### config.mk
export PLATFORM = sky130hd
export DESIGN_NAME = pipeline_ctrl_flat
export DESIGN_NICKNAME = d
export VERILOG_FILES = /design/src/rtl/pipeline_ctrl_if.sv /design/src/rtl/pipeline_ctrl.sv /design/src/flat_wrapper.sv
export SDC_FILE = /design/constraint.sdc
export NUM_CORES = 1
export LEC_CHECK = 0
export ABC_AREA = 1
export CAP_MARGIN = 10
export CORE_MARGIN = 1
export CORE_UTILIZATION = 29
export CTS_CLUSTER_SIZE = 10
export DETAILED_ROUTE_END_ITERATION = 7
export GPL_TIMING_DRIVEN = 0
export HOLD_SLACK_MARGIN = 0.06
export PLACE_DENSITY = 0.94
export SETUP_SLACK_MARGIN = 0.15
export SYNTH_ARGS = -nofsm -noshare
export SYNTH_HDL_FRONTEND = slang
export SYNTH_SLANG_ARGS = --single-unit
### constraint.sdc
create_clock -name clk -period 2.1 [get_ports clk]
set_input_delay 0.315 -clock clk [delete_from_list [all_inputs] [get_ports clk]]
set_output_delay 0.315 -clock clk [all_outputs]
set_load 0.01 [all_outputs]
### src/rtl/pipeline_ctrl_if.sv
// Handshake bundle between the RV32IM pipeline and its hazard/sequencing controller.
// Latency: none (wires only). Backpressure: holds/flushes are the backpressure into the pipeline.
// master = pipeline/datapath side, slave = pipeline_ctrl.
`ifndef XLEN
`define XLEN 32
`endif

interface pipeline_ctrl_if;
    logic [4:0]       id_rs1_addr_i;
    logic             id_rs1_re_i;
    logic [4:0]       id_rs2_addr_i;
    logic             id_rs2_re_i;
    logic [4:0]       exe_rdaddr_i;
    logic             exe_rdwe_i;
    logic             exe_load_i;
    logic             exe_md_start_i;
    logic             md_done_i;
    logic             exe_jump_i;
    logic [`XLEN-1:0] exe_jump_addr_i;
    logic             mem_req_i;
    logic             mem_ready_i;
    logic             trap_req_i;
    logic [`XLEN-1:0] trap_addr_i;
    logic             trap_ack_o;
    logic             hold_pc_o;
    logic             hold_ifid_o;
    logic             hold_idexe_o;
    logic             hold_exemem_o;
    logic             flush_ifid_o;
    logic             flush_idexe_o;
    logic             flush_exemem_o;
    logic             flush_memwb_o;
    logic             redirect_o;
    logic [`XLEN-1:0] redirect_addr_o;
    logic             md_busy_o;
    logic             md_kill_o;

    modport master (
        output id_rs1_addr_i, id_rs1_re_i, id_rs2_addr_i, id_rs2_re_i,
               exe_rdaddr_i, exe_rdwe_i, exe_load_i, exe_md_start_i, md_done_i,
               exe_jump_i, exe_jump_addr_i, mem_req_i, mem_ready_i,
               trap_req_i, trap_addr_i,
        input  trap_ack_o, hold_pc_o, hold_ifid_o, hold_idexe_o, hold_exemem_o,
               flush_ifid_o, flush_idexe_o, flush_exemem_o, flush_memwb_o,
               redirect_o, redirect_addr_o, md_busy_o, md_kill_o
    );

    modport slave (
        input  id_rs1_addr_i, id_rs1_re_i, id_rs2_addr_i, id_rs2_re_i,
               exe_rdaddr_i, exe_rdwe_i, exe_load_i, exe_md_start_i, md_done_i,
               exe_jump_i, exe_jump_addr_i, mem_req_i, mem_ready_i,
               trap_req_i, trap_addr_i,
        output trap_ack_o, hold_pc_o, hold_ifid_o, hold_idexe_o, hold_exemem_o,
               flush_ifid_o, flush_idexe_o, flush_exemem_o, flush_memwb_o,
               redirect_o, redirect_addr_o, md_busy_o, md_kill_o
    );
endinterface

### src/rtl/pipeline_ctrl.sv
// Hazard/sequencing controller (load-use, mul/div, bus wait, jump, trap); perf counters under PIPE_CTRL_PERF_EN.
// Latency: controls are combinational from state and inputs; state changes on the next clk.
// Backpressure: a bus wait freezes PC..EXE/MEM, mul/div freezes PC..ID/EXE; traps are not acked during a bus wait.
`ifndef XLEN
`define XLEN 32
`endif

module pipeline_ctrl #(
    parameter int FLUSH_CYCLES = 1,
    parameter int STALL_CNT_W  = 32
) (
    input  logic               clk,
    input  logic               rst,
    pipeline_ctrl_if.slave     ctrl
`ifdef PIPE_CTRL_PERF_EN
    ,
    output logic [STALL_CNT_W-1:0] stall_cycles_o,
    output logic [STALL_CNT_W-1:0] flush_cycles_o
`endif
);

    typedef enum logic [1:0] {RUN, MD_WAIT, MEM_WAIT, FLUSH} state_t;

    localparam logic [1:0] FLUSH_RELOAD = (FLUSH_CYCLES > 0) ? 2'(FLUSH_CYCLES - 1) : 2'd0;

    state_t           state, state_nxt;
    logic [1:0]       fcnt, fcnt_nxt;
    logic             lu, mem_stall;
    logic             do_trap, do_mem, do_md, do_jump, do_lu;
    logic             trap_ack, hold_pc, hold_ifid, hold_idexe, hold_exemem;
    logic             flush_ifid, flush_idexe, flush_exemem, flush_memwb;
    logic             redirect, md_busy, md_kill;
    logic [`XLEN-1:0] redirect_addr;

    assign lu = ctrl.exe_load_i & ctrl.exe_rdwe_i & (ctrl.exe_rdaddr_i != 5'd0) &
                ((ctrl.id_rs1_re_i & (ctrl.id_rs1_addr_i == ctrl.exe_rdaddr_i)) |
                 (ctrl.id_rs2_re_i & (ctrl.id_rs2_addr_i == ctrl.exe_rdaddr_i)));
    assign mem_stall = ctrl.mem_req_i & ~ctrl.mem_ready_i;

    always_ff @(posedge clk) begin
        if (rst) begin
            state <= RUN;
            fcnt  <= 2'd0;
        end else begin
            state <= state_nxt;
            fcnt  <= fcnt_nxt;
        end
    end

    always_comb begin
        state_nxt     = state;
        fcnt_nxt      = fcnt;
        do_trap       = 1'b0;
        do_mem        = 1'b0;
        do_md         = 1'b0;
        do_jump       = 1'b0;
        do_lu         = 1'b0;
        trap_ack      = 1'b0;
        hold_pc       = 1'b0;
        hold_ifid     = 1'b0;
        hold_idexe    = 1'b0;
        hold_exemem   = 1'b0;
        flush_ifid    = 1'b0;
        flush_idexe   = 1'b0;
        flush_exemem  = 1'b0;
        flush_memwb   = 1'b0;
        redirect      = 1'b0;
        md_busy       = 1'b0;
        md_kill       = 1'b0;
        redirect_addr = '0;

        // Pick one action per state first, then expand the action into controls.
        case (state)
            RUN: begin
                if (ctrl.trap_req_i)                                 do_trap = 1'b1;
                else if (mem_stall)                                  do_mem  = 1'b1;
                else if (ctrl.exe_md_start_i && !ctrl.md_done_i)     do_md   = 1'b1;
                else if (ctrl.exe_jump_i)                            do_jump = 1'b1;
                else if (lu)                                         do_lu   = 1'b1;
            end
            MEM_WAIT: begin
                if (!ctrl.mem_ready_i) do_mem = 1'b1;
                else                   state_nxt = RUN;
            end
            MD_WAIT: begin
                if (ctrl.trap_req_i) begin
                    do_trap = 1'b1;
                    md_kill = 1'b1;
                end else if (!ctrl.md_done_i) begin
                    do_md = 1'b1;
                end else begin
                    state_nxt = RUN;
                end
            end
            FLUSH: begin
                flush_ifid = 1'b1;
                if (ctrl.trap_req_i)  do_trap = 1'b1;
                else if (mem_stall)   do_mem  = 1'b1;
                else if (fcnt == 2'd0) state_nxt = RUN;
                else                  fcnt_nxt = fcnt - 2'd1;
            end
            default: state_nxt = RUN;
        endcase

        if (do_mem) begin
            {hold_pc, hold_ifid, hold_idexe, hold_exemem} = 4'hf;
            flush_memwb = 1'b1;
            if (state != FLUSH) state_nxt = MEM_WAIT;
        end
        if (do_md) begin
            {hold_pc, hold_ifid, hold_idexe} = 3'h7;
            flush_exemem = 1'b1;
            md_busy      = 1'b1;
            state_nxt    = MD_WAIT;
        end
        if (do_lu) begin
            hold_pc     = 1'b1;
            hold_ifid   = 1'b1;
            flush_idexe = 1'b1;
        end
        if (do_trap || do_jump) begin
            redirect      = 1'b1;
            redirect_addr = do_trap ? ctrl.trap_addr_i : ctrl.exe_jump_addr_i;
            flush_ifid    = 1'b1;
            flush_idexe   = 1'b1;
            if (FLUSH_CYCLES > 0) begin
                state_nxt = FLUSH;
                fcnt_nxt  = FLUSH_RELOAD;
            end else begin
                state_nxt = RUN;
            end
        end
        if (do_trap) begin
            trap_ack     = 1'b1;
            flush_exemem = 1'b1;
            flush_memwb  = 1'b1;
            md_kill      = md_kill | ctrl.exe_md_start_i;
        end
    end

    assign ctrl.trap_ack_o      = trap_ack     & ~rst;
    assign ctrl.hold_pc_o       = hold_pc      & ~rst;
    assign ctrl.hold_ifid_o     = hold_ifid    & ~rst;
    assign ctrl.hold_idexe_o    = hold_idexe   & ~rst;
    assign ctrl.hold_exemem_o   = hold_exemem  & ~rst;
    assign ctrl.flush_ifid_o    = flush_ifid   & ~rst;
    assign ctrl.flush_idexe_o   = flush_idexe  & ~rst;
    assign ctrl.flush_exemem_o  = flush_exemem & ~rst;
    assign ctrl.flush_memwb_o   = flush_memwb  & ~rst;
    assign ctrl.redirect_o      = redirect     & ~rst;
    assign ctrl.md_busy_o       = md_busy      & ~rst;
    assign ctrl.md_kill_o       = md_kill      & ~rst;
    assign ctrl.redirect_addr_o = rst ? '0 : redirect_addr;

`ifdef PIPE_CTRL_PERF_EN
    always_ff @(posedge clk) begin
        if (rst) begin
            stall_cycles_o <= '0;
            flush_cycles_o <= '0;
        end else begin
            if (ctrl.hold_pc_o)    stall_cycles_o <= stall_cycles_o + 1'b1;
            if (ctrl.flush_ifid_o) flush_cycles_o <= flush_cycles_o + 1'b1;
        end
    end
`endif

endmodule

### src/flat_wrapper.sv
// flat-port wrapper written by rule: the top's interface ports become plain ports
module pipeline_ctrl_flat 
#(
    parameter int FLUSH_CYCLES = 1,
    parameter int STALL_CNT_W  = 32
)
  (clk, rst, ctrl_id_rs1_addr_i, ctrl_id_rs1_re_i, ctrl_id_rs2_addr_i, ctrl_id_rs2_re_i, ctrl_exe_rdaddr_i, ctrl_exe_rdwe_i, ctrl_exe_load_i, ctrl_exe_md_start_i, ctrl_md_done_i, ctrl_exe_jump_i, ctrl_exe_jump_addr_i, ctrl_mem_req_i, ctrl_mem_ready_i, ctrl_trap_req_i, ctrl_trap_addr_i, ctrl_trap_ack_o, ctrl_hold_pc_o, ctrl_hold_ifid_o, ctrl_hold_idexe_o, ctrl_hold_exemem_o, ctrl_flush_ifid_o, ctrl_flush_idexe_o, ctrl_flush_exemem_o, ctrl_flush_memwb_o, ctrl_redirect_o, ctrl_redirect_addr_o, ctrl_md_busy_o, ctrl_md_kill_o);
  pipeline_ctrl_if ctrl_i ();
  input  logic clk;
  input  logic rst;
  input wire logic [$bits(ctrl_i.id_rs1_addr_i)-1:0] ctrl_id_rs1_addr_i;
  input wire logic [$bits(ctrl_i.id_rs1_re_i)-1:0] ctrl_id_rs1_re_i;
  input wire logic [$bits(ctrl_i.id_rs2_addr_i)-1:0] ctrl_id_rs2_addr_i;
  input wire logic [$bits(ctrl_i.id_rs2_re_i)-1:0] ctrl_id_rs2_re_i;
  input wire logic [$bits(ctrl_i.exe_rdaddr_i)-1:0] ctrl_exe_rdaddr_i;
  input wire logic [$bits(ctrl_i.exe_rdwe_i)-1:0] ctrl_exe_rdwe_i;
  input wire logic [$bits(ctrl_i.exe_load_i)-1:0] ctrl_exe_load_i;
  input wire logic [$bits(ctrl_i.exe_md_start_i)-1:0] ctrl_exe_md_start_i;
  input wire logic [$bits(ctrl_i.md_done_i)-1:0] ctrl_md_done_i;
  input wire logic [$bits(ctrl_i.exe_jump_i)-1:0] ctrl_exe_jump_i;
  input wire logic [$bits(ctrl_i.exe_jump_addr_i)-1:0] ctrl_exe_jump_addr_i;
  input wire logic [$bits(ctrl_i.mem_req_i)-1:0] ctrl_mem_req_i;
  input wire logic [$bits(ctrl_i.mem_ready_i)-1:0] ctrl_mem_ready_i;
  input wire logic [$bits(ctrl_i.trap_req_i)-1:0] ctrl_trap_req_i;
  input wire logic [$bits(ctrl_i.trap_addr_i)-1:0] ctrl_trap_addr_i;
  output wire logic [$bits(ctrl_i.trap_ack_o)-1:0] ctrl_trap_ack_o;
  output wire logic [$bits(ctrl_i.hold_pc_o)-1:0] ctrl_hold_pc_o;
  output wire logic [$bits(ctrl_i.hold_ifid_o)-1:0] ctrl_hold_ifid_o;
  output wire logic [$bits(ctrl_i.hold_idexe_o)-1:0] ctrl_hold_idexe_o;
  output wire logic [$bits(ctrl_i.hold_exemem_o)-1:0] ctrl_hold_exemem_o;
  output wire logic [$bits(ctrl_i.flush_ifid_o)-1:0] ctrl_flush_ifid_o;
  output wire logic [$bits(ctrl_i.flush_idexe_o)-1:0] ctrl_flush_idexe_o;
  output wire logic [$bits(ctrl_i.flush_exemem_o)-1:0] ctrl_flush_exemem_o;
  output wire logic [$bits(ctrl_i.flush_memwb_o)-1:0] ctrl_flush_memwb_o;
  output wire logic [$bits(ctrl_i.redirect_o)-1:0] ctrl_redirect_o;
  output wire logic [$bits(ctrl_i.redirect_addr_o)-1:0] ctrl_redirect_addr_o;
  output wire logic [$bits(ctrl_i.md_busy_o)-1:0] ctrl_md_busy_o;
  output wire logic [$bits(ctrl_i.md_kill_o)-1:0] ctrl_md_kill_o;
  assign ctrl_i.id_rs1_addr_i = ctrl_id_rs1_addr_i;
  assign ctrl_i.id_rs1_re_i = ctrl_id_rs1_re_i;
  assign ctrl_i.id_rs2_addr_i = ctrl_id_rs2_addr_i;
  assign ctrl_i.id_rs2_re_i = ctrl_id_rs2_re_i;
  assign ctrl_i.exe_rdaddr_i = ctrl_exe_rdaddr_i;
  assign ctrl_i.exe_rdwe_i = ctrl_exe_rdwe_i;
  assign ctrl_i.exe_load_i = ctrl_exe_load_i;
  assign ctrl_i.exe_md_start_i = ctrl_exe_md_start_i;
  assign ctrl_i.md_done_i = ctrl_md_done_i;
  assign ctrl_i.exe_jump_i = ctrl_exe_jump_i;
  assign ctrl_i.exe_jump_addr_i = ctrl_exe_jump_addr_i;
  assign ctrl_i.mem_req_i = ctrl_mem_req_i;
  assign ctrl_i.mem_ready_i = ctrl_mem_ready_i;
  assign ctrl_i.trap_req_i = ctrl_trap_req_i;
  assign ctrl_i.trap_addr_i = ctrl_trap_addr_i;
  assign ctrl_trap_ack_o = ctrl_i.trap_ack_o;
  assign ctrl_hold_pc_o = ctrl_i.hold_pc_o;
  assign ctrl_hold_ifid_o = ctrl_i.hold_ifid_o;
  assign ctrl_hold_idexe_o = ctrl_i.hold_idexe_o;
  assign ctrl_hold_exemem_o = ctrl_i.hold_exemem_o;
  assign ctrl_flush_ifid_o = ctrl_i.flush_ifid_o;
  assign ctrl_flush_idexe_o = ctrl_i.flush_idexe_o;
  assign ctrl_flush_exemem_o = ctrl_i.flush_exemem_o;
  assign ctrl_flush_memwb_o = ctrl_i.flush_memwb_o;
  assign ctrl_redirect_o = ctrl_i.redirect_o;
  assign ctrl_redirect_addr_o = ctrl_i.redirect_addr_o;
  assign ctrl_md_busy_o = ctrl_i.md_busy_o;
  assign ctrl_md_kill_o = ctrl_i.md_kill_o;
  pipeline_ctrl #(.FLUSH_CYCLES(FLUSH_CYCLES), .STALL_CNT_W(STALL_CNT_W)) u_core (.clk(clk), .rst(rst), .ctrl(ctrl_i));
endmodule
==> results of run 1 <==
==> state kept, by name, summed over array words and instances, names as in the netlist <==
signal,count
u_core.fcnt,2
u_core.state,2
==> path summary, 6_finish.rpt <==
path	slack, ns	depth (start not counted)	to	from
max	-0.02	10	ctrl_redirect_addr_o[19]	u_core.state[0]
min	0.45	2	u_core.state[0]	rst
max reg2reg	0.72	8	u_core.state[0]	u_core.state[0]
min reg2reg	0.47	2	u_core.fcnt[1]	u_core.fcnt[1]
==> synthesized netlist by cell type, types with 4 or more instances <==
cell type,instances,area [um^2]
a21oi_1,9,45.0
a21oi_2,26,228
buf_6,4,45.0
clkbuf_1,4,15.0
dfxtp_1,4,80.1
ha_1,5,62.6
inv_1,25,93.8
nand2_1,100,375
nand3_1,9,45.0
nor2_1,21,78.8
o21ai_0,7,35.0
xor2_1,4,35.0
==> through the flow <==
step                      hold slack [ns]  setup TNS (ns)
after floorplan                     0.442               0
after global placement              0.452          -22.37
after detailed placement            0.470          -23.33
after CTS                           0.475          -0.707
after global routing                0.495           -1.38
final                               0.446          -0.157
==> layer usage <==
metal	wire (um)	GRT usage [%]
met5	0	0
met4	54	6.12
met3	434	3.55
met2	2730	40.5
met1	1880	21.4
==> worst register-to-register path: stages, from the launching register on <==
cell,delay [ns]
dfxtp_2,0.33
buf_4,0.12
ha_1,0.19
inv_1,0.09
o21ai_0,0.19
nor2_1,0.06
nand2_1,0.08
nand3_1,0.09
a21oi_1,0.14
==> cell type report <==
type                       count  area (um^2)
inverter                      27          104
timing repair buffer         146         1310
clock buffer                   3         41.3
fill                         337         1290
multi-input combinational    190         1040
buffer                        12          121
sequential                     4         85.1
tap                           50         62.6
==> power groups by stage <==
stage / Combinational, mW / Sequential [mW] / Clock [mW]
floorplan: 0.431 / 0.0955 / 0
global placement: 0.836 / 0.0975 / 0
detailed placement: 0.855 / 0.0997 / 0
CTS: 0.860 / 0.105 / 0.160
global route: 1.00 / 0.107 / 0.169
finish: 0.916 / 0.106 / 0.154
==> cell families after synthesis <==
family                   share of synthesized area [%]
flip-flops                                        6.45
adder cells (fa/ha/maj)                           5.04
AND/OR/NAND/NOR                                   44.0
AO/OA/AOI/OAI                                     26.6
XOR/XNOR                                          2.82
buffers and inverters                             15.1
==> what timing repair did <==
action / in CTS / in global routing
hold buffers: 0 / 0
pin swaps: 8 / 7
gates cloned: 1 / 2
gates resized for setup: 190 / 24
buffers inserted: 5 / 5
endpoints found under the setup margin: 44 / 43
==> flow_metrics.tcl, run 1 <==
set metrics [dict create \
    fin_nets 480 \
    areaGrowthSynthToFinish_pct 123 \
    grt_pass1_wl_um 7220 \
    final_common_cell "nand2_1" \
    first_global_vias 1815 \
    core_area_um2 4060 \
    grt_overflow 0 \
    dp_hpwl_um 4020 \
    min_period_over_period_pct 101 \
    slowest_stage "dfxtp_2" \
    row_count 23 \
    rsz0062_at_grt "true" \
    p_sw_uw 501 \
    yosys_warnings 0 \
    synthArstFlopShare_pct 0 \
    clk-insertion-delay-late_ns 0.21 \
    min_period_ns 2.12 \
    final_area_um2 2770 \
    crit_buf_inv 5 \
    fin_ws_ns -0.0217 \
    finalHoldViolCount 0 \
    clock-sinks 4 \
    synth-seq-cells 4 \
    critPathArrivalTime_ns 1.81 \
    endpoint_kind "primary output" \
    vias 2014 \
    wire_per_inst_um 11.8 \
    syn_avg_cell_area_um2 5.33 \
    peakVddDrop_mv 0.238 \
    grt_max_degree 11 \
    synth_area_um2 1240 \
    worstHoldPathType "primary input to register" \
    drive_gt1_share_pct 32.2 \
    slew_violations 0 \
    path_cells "inv_2 -> ha_4 -> or2_1 -> buf_6 -> o21ai_4 -> nand2_4 -> buf_6 -> clkbuf_16 -> a21oi_2 -> buf_2" \
    wl_um 5100 \
    crit_family "buffers and inverters" \
    p_int_uw 675 \
    required_ns 1.78 \
    switching_share_pct 42.6 \
    dp_cells 416 \
    fmax_mhz 471 \
    powerDensity_nw_per_um2 425 \
    synth-edff-count 0 \
    gpl.final_weighted_congestion 0.867 \
    final_util_pct 68.2 \
    clk_pin_slew_ns 0.03 \
    setup_viol 16 \
    num_antenna_cells 0 \
    cts_buffers 3 \
    leakage_nw 1.32 \
    max_stage_delay_ns 0.33 \
    dieWidth_um 67.4 \
    combPwrFrac_pct 77.9 \
    tightest_slew_ns 0.223 \
    drt_pass1_iterations 4 \
    power_frac_clock_pct 13.1 \
    viasPerCell 4.66 \
    outcome "complete, but fails checks" \
    port_buffers 133 \
    grtUsageTotal_pct 20.4 \
    synth_nets 329 \
    slew_headroom_pct 85.1 \
    cts-root-buf "clkbuf_8" \
    violations "negative setup slack" \
    ios 135 \
    maxCapViolCount 0 \
    cts_tree "yes" \
    dpl-instance-area_um2 2640 \
    critPathKind "register to primary output" \
    initial_core_util_pct 30.6 \
    final_cell_mix "nand2_1 (95), clkdlybuf4s50_1 (85), a21oi_2 (32)" \
    die_y_um 67.4 \
    design.die.area_um2 4550 \
    power_frac_seq_pct 9.0 \
    clock_skew_ns 0.000146 \
    crit_top_cell "buf_6" \
    drtAntennaViolNets 0 \
    drtIter0Drc 56 \
    clockBufferDepth 2 \
    fin_total_pwr_mw 1.18 \
    synth.distinct_cells 24 \
    final_cells 432 \
    synthesis.instances 233 \
    critPathLaunchType "register" \
    pre_cts_ws_ns -0.635 \
    h-tree-depth 1 \
    antenna_found_initial 0 \
    drc 0 \
    synth_flop_cell "dfxtp_1" \
    path_max_fanout 6 \
    ys_seq_area_share_pct 6.45 \
]
(Power assumes the default switching activity.)
==> run 2, diff against run 1 <==
--- a/config.mk
+++ b/config.mk
@@ -7,13 +7,15 @@
 export LEC_CHECK = 0
 export ABC_AREA = 1
 export CAP_MARGIN = 10
+export CELL_PAD_IN_SITES_DETAIL_PLACEMENT = 0
+export CELL_PAD_IN_SITES_GLOBAL_PLACEMENT = 1
 export CORE_MARGIN = 1
-export CORE_UTILIZATION = 29
+export CORE_UTILIZATION = 16
 export CTS_CLUSTER_SIZE = 10
 export DETAILED_ROUTE_END_ITERATION = 7
 export GPL_TIMING_DRIVEN = 0
 export HOLD_SLACK_MARGIN = 0.06
-export PLACE_DENSITY = 0.94
+export PLACE_DENSITY = 0.91
 export SETUP_SLACK_MARGIN = 0.15
 export SYNTH_ARGS = -nofsm -noshare
 export SYNTH_HDL_FRONTEND = slang
==> flow_metrics.tcl, run 2 (synthesized netlist as in run 1, its figures left out) <==
set metrics [dict create \
    violations "negative setup slack" \
    critPathLaunchType "register" \
    drtIter0Drc 61 \
    clockBufferDepth 2 \
    maxCapViolCount 0 \
    rsz0062_at_grt "true" \
    cts-root-buf "clkbuf_8" \
    path_cells "inv_2 -> ha_4 -> or2_1 -> buf_6 -> o21ai_4 -> nand2_4 -> buf_8 -> buf_16 -> a21oi_4 -> buf_6" \
    fin_ws_ns -0.0299 \
    cts_buffers 3 \
    fmax_mhz 470 \
    slowest_stage "dfxtp_2" \
    startpoint "u_core.state[0]" \
    pre_cts_ws_ns -0.678 \
    min_period_ns 2.13 \
    fin_setup_tns_ns -0.238 \
    port_buffers 133 \
    grtUsageTotal_pct 13.2 \
    largestRegisters "u_core.fcnt (2), u_core.state (2)" \
    r2r-end "u_core.state[0]" \
    slew_headroom_pct 73.7 \
    gpl.final_weighted_congestion 0.795 \
    rr_worst_depth 9 \
    whs_path_depth 2 \
    worstHoldPathType "register to register" \
    drc 0 \
    die_y_um 90.1 \
    antenna_found_initial 0 \
    final_cell_mix "nand2_1 (87), clkdlybuf4s50_1 (85), buf_2 (36)" \
    slew_violations 0 \
    crit_top_cell "buf_6" \
    vias 2037 \
    setup_viol 18 \
    clk_pin_slew_ns 0.03 \
    dieWidth_um 90.1 \
    outcome "complete, but fails checks" \
    dp_hpwl_um 4190 \
    areaGrowthSynthToFinish_pct 147 \
    wl_um 5640 \
    required_ns 1.78 \
    p_sw_uw 552 \
    powerDensity_nw_per_um2 442 \
    viasPerCell 4.12 \
    clock_skew_ns 0.00355 \
    num_antenna_cells 0 \
    path_max_fanout 6 \
    finalHoldViolCount 0 \
    ff2ff_setup_slack_ns 0.55 \
    final_common_cell "nand2_1" \
    h-tree-depth 1 \
    switching_share_pct 40.8 \
    power_frac_clock_pct 11.8 \
    drive_gt1_share_pct 35.7 \
    hold_end "u_core.fcnt[1]" \
    critPathKind "register to primary output" \
    peakVddDrop_mv 0.168 \
    combPwrFrac_pct 80.5 \
    cts_tree "yes" \
    clk-insertion-delay-late_ns 0.22 \
    grt_pass1_wl_um 9000 \
    drtAntennaViolNets 0 \
    grt_overflow 0 \
    ios 135 \
    clock-sinks 4 \
    critPathArrivalTime_ns 1.81 \
    endpoint_kind "primary output" \
    first_global_vias 2025 \
    drt_pass1_iterations 4 \
    row_count 31 \
    grt_max_degree 11 \
    wire_per_inst_um 11.4 \
    max_stage_delay_ns 0.32 \
    core_area_um2 7370 \
    fin_total_pwr_mw 1.35 \
    tightest_slew_ns 0.395 \
    timing.rr.start "u_core.state[0]" \
    min_period_over_period_pct 101 \
    design.die.area_um2 8110 \
    leakage_nw 1.46 \
    fin_nets 493 \
    initial_core_util_pct 16.8 \
    p_int_uw 800 \
    worstHoldStart "u_core.fcnt[1]" \
    power_frac_seq_pct 7.7 \
]
==> run 2: routing by layer <==
| layer | part of all wire [%] | wire [um] | global-route usage, % | vias up |
|---|---|---|---|---|
| li1 | - | - | - | 1052 |
| met1 | 42 | 2390 | 16.3 | 887 |
| met2 | 49 | 2780 | 23.2 | 94 |
| met3 | 7.8 | 437 | 3.21 | 4 |
| met4 | 0.53 | 30 | 2.28 | 0 |
| met5 | 0 | 0 | 0 | - |
==> run 2: worst max-delay path: cells and delay by family, from the launching register on <==
| family | cells | cell delay (ns) |
|---|---|---|
| buffers and inverters | 5 | 0.61 |
| and+or+nand+nor | 2 | 0.33 |
| adders and majority gates | 1 | 0.15 |
| DFF | 1 | 0.32 |
| AOI/OAI and AO/OA | 2 | 0.19 |
==> run 2: final cells by class <==
type	instances	area, um^2
Buffer	12	139
Clock buffer	3	41.3
Fill cell	754	4310
Inverter	27	119
Multi-Input combinational cell	190	1070
Sequential cell	4	85.1
Tap cell	99	124
Timing Repair Buffer	159	1480
==> run 2: power groups by stage <==
stage / clock network, mW / registers (mW) / logic, mW
2_1_floorplan: 0 / 0.0955 / 0.431
3_5_place_dp: 0 / 0.0977 / 0.863
5_1_grt: 0.173 / 0.105 / 1.18
4_1_cts: 0.165 / 0.102 / 1.03
3_3_place_gp: 0 / 0.0971 / 0.857
6_report: 0.159 / 0.104 / 1.09
==> run 2: stage by stage <==
step / instances / hold WS [ns] / area (um^2) / utilization, %
5_1_grt: 494 / 0.504 / 3060 / 41.5
4_1_cts: 486 / 0.476 / 2950 / 40.0
3_5_place_dp: 465 / 0.470 / 2700 / 36.6
6_report: 494 / 0.478 / 3060 / 41.5
3_3_place_gp: 465 / 0.451 / 2700 / 36.6
2_1_floorplan: 233 / 0.442 / 1240 / -
==> run 2: how the worst max path moves through the flow <==
stage | to | cells after the start | slack (ns)
2_1_floorplan | ctrl_hold_pc_o | 10 | 0.30
3_3_place_gp | ctrl_redirect_addr_o[28] | 9 | -0.68
3_5_place_dp | ctrl_redirect_addr_o[28] | 9 | -0.68
4_1_cts | ctrl_redirect_addr_o[24] | 10 | -0.08
5_1_grt | ctrl_redirect_addr_o[12] | 10 | -0.1
6_report | ctrl_redirect_addr_o[14] | 10 | -0.03
==> run 2: timing repair <==
item | CTS | global route
cloned | 3 | 1
pin swaps | 9 | 12
hold buffers | 0 | 0
gates resized for setup | 234 | 12
buffers inserted | 15 | 7
endpoints found under the setup margin | 44 | 41
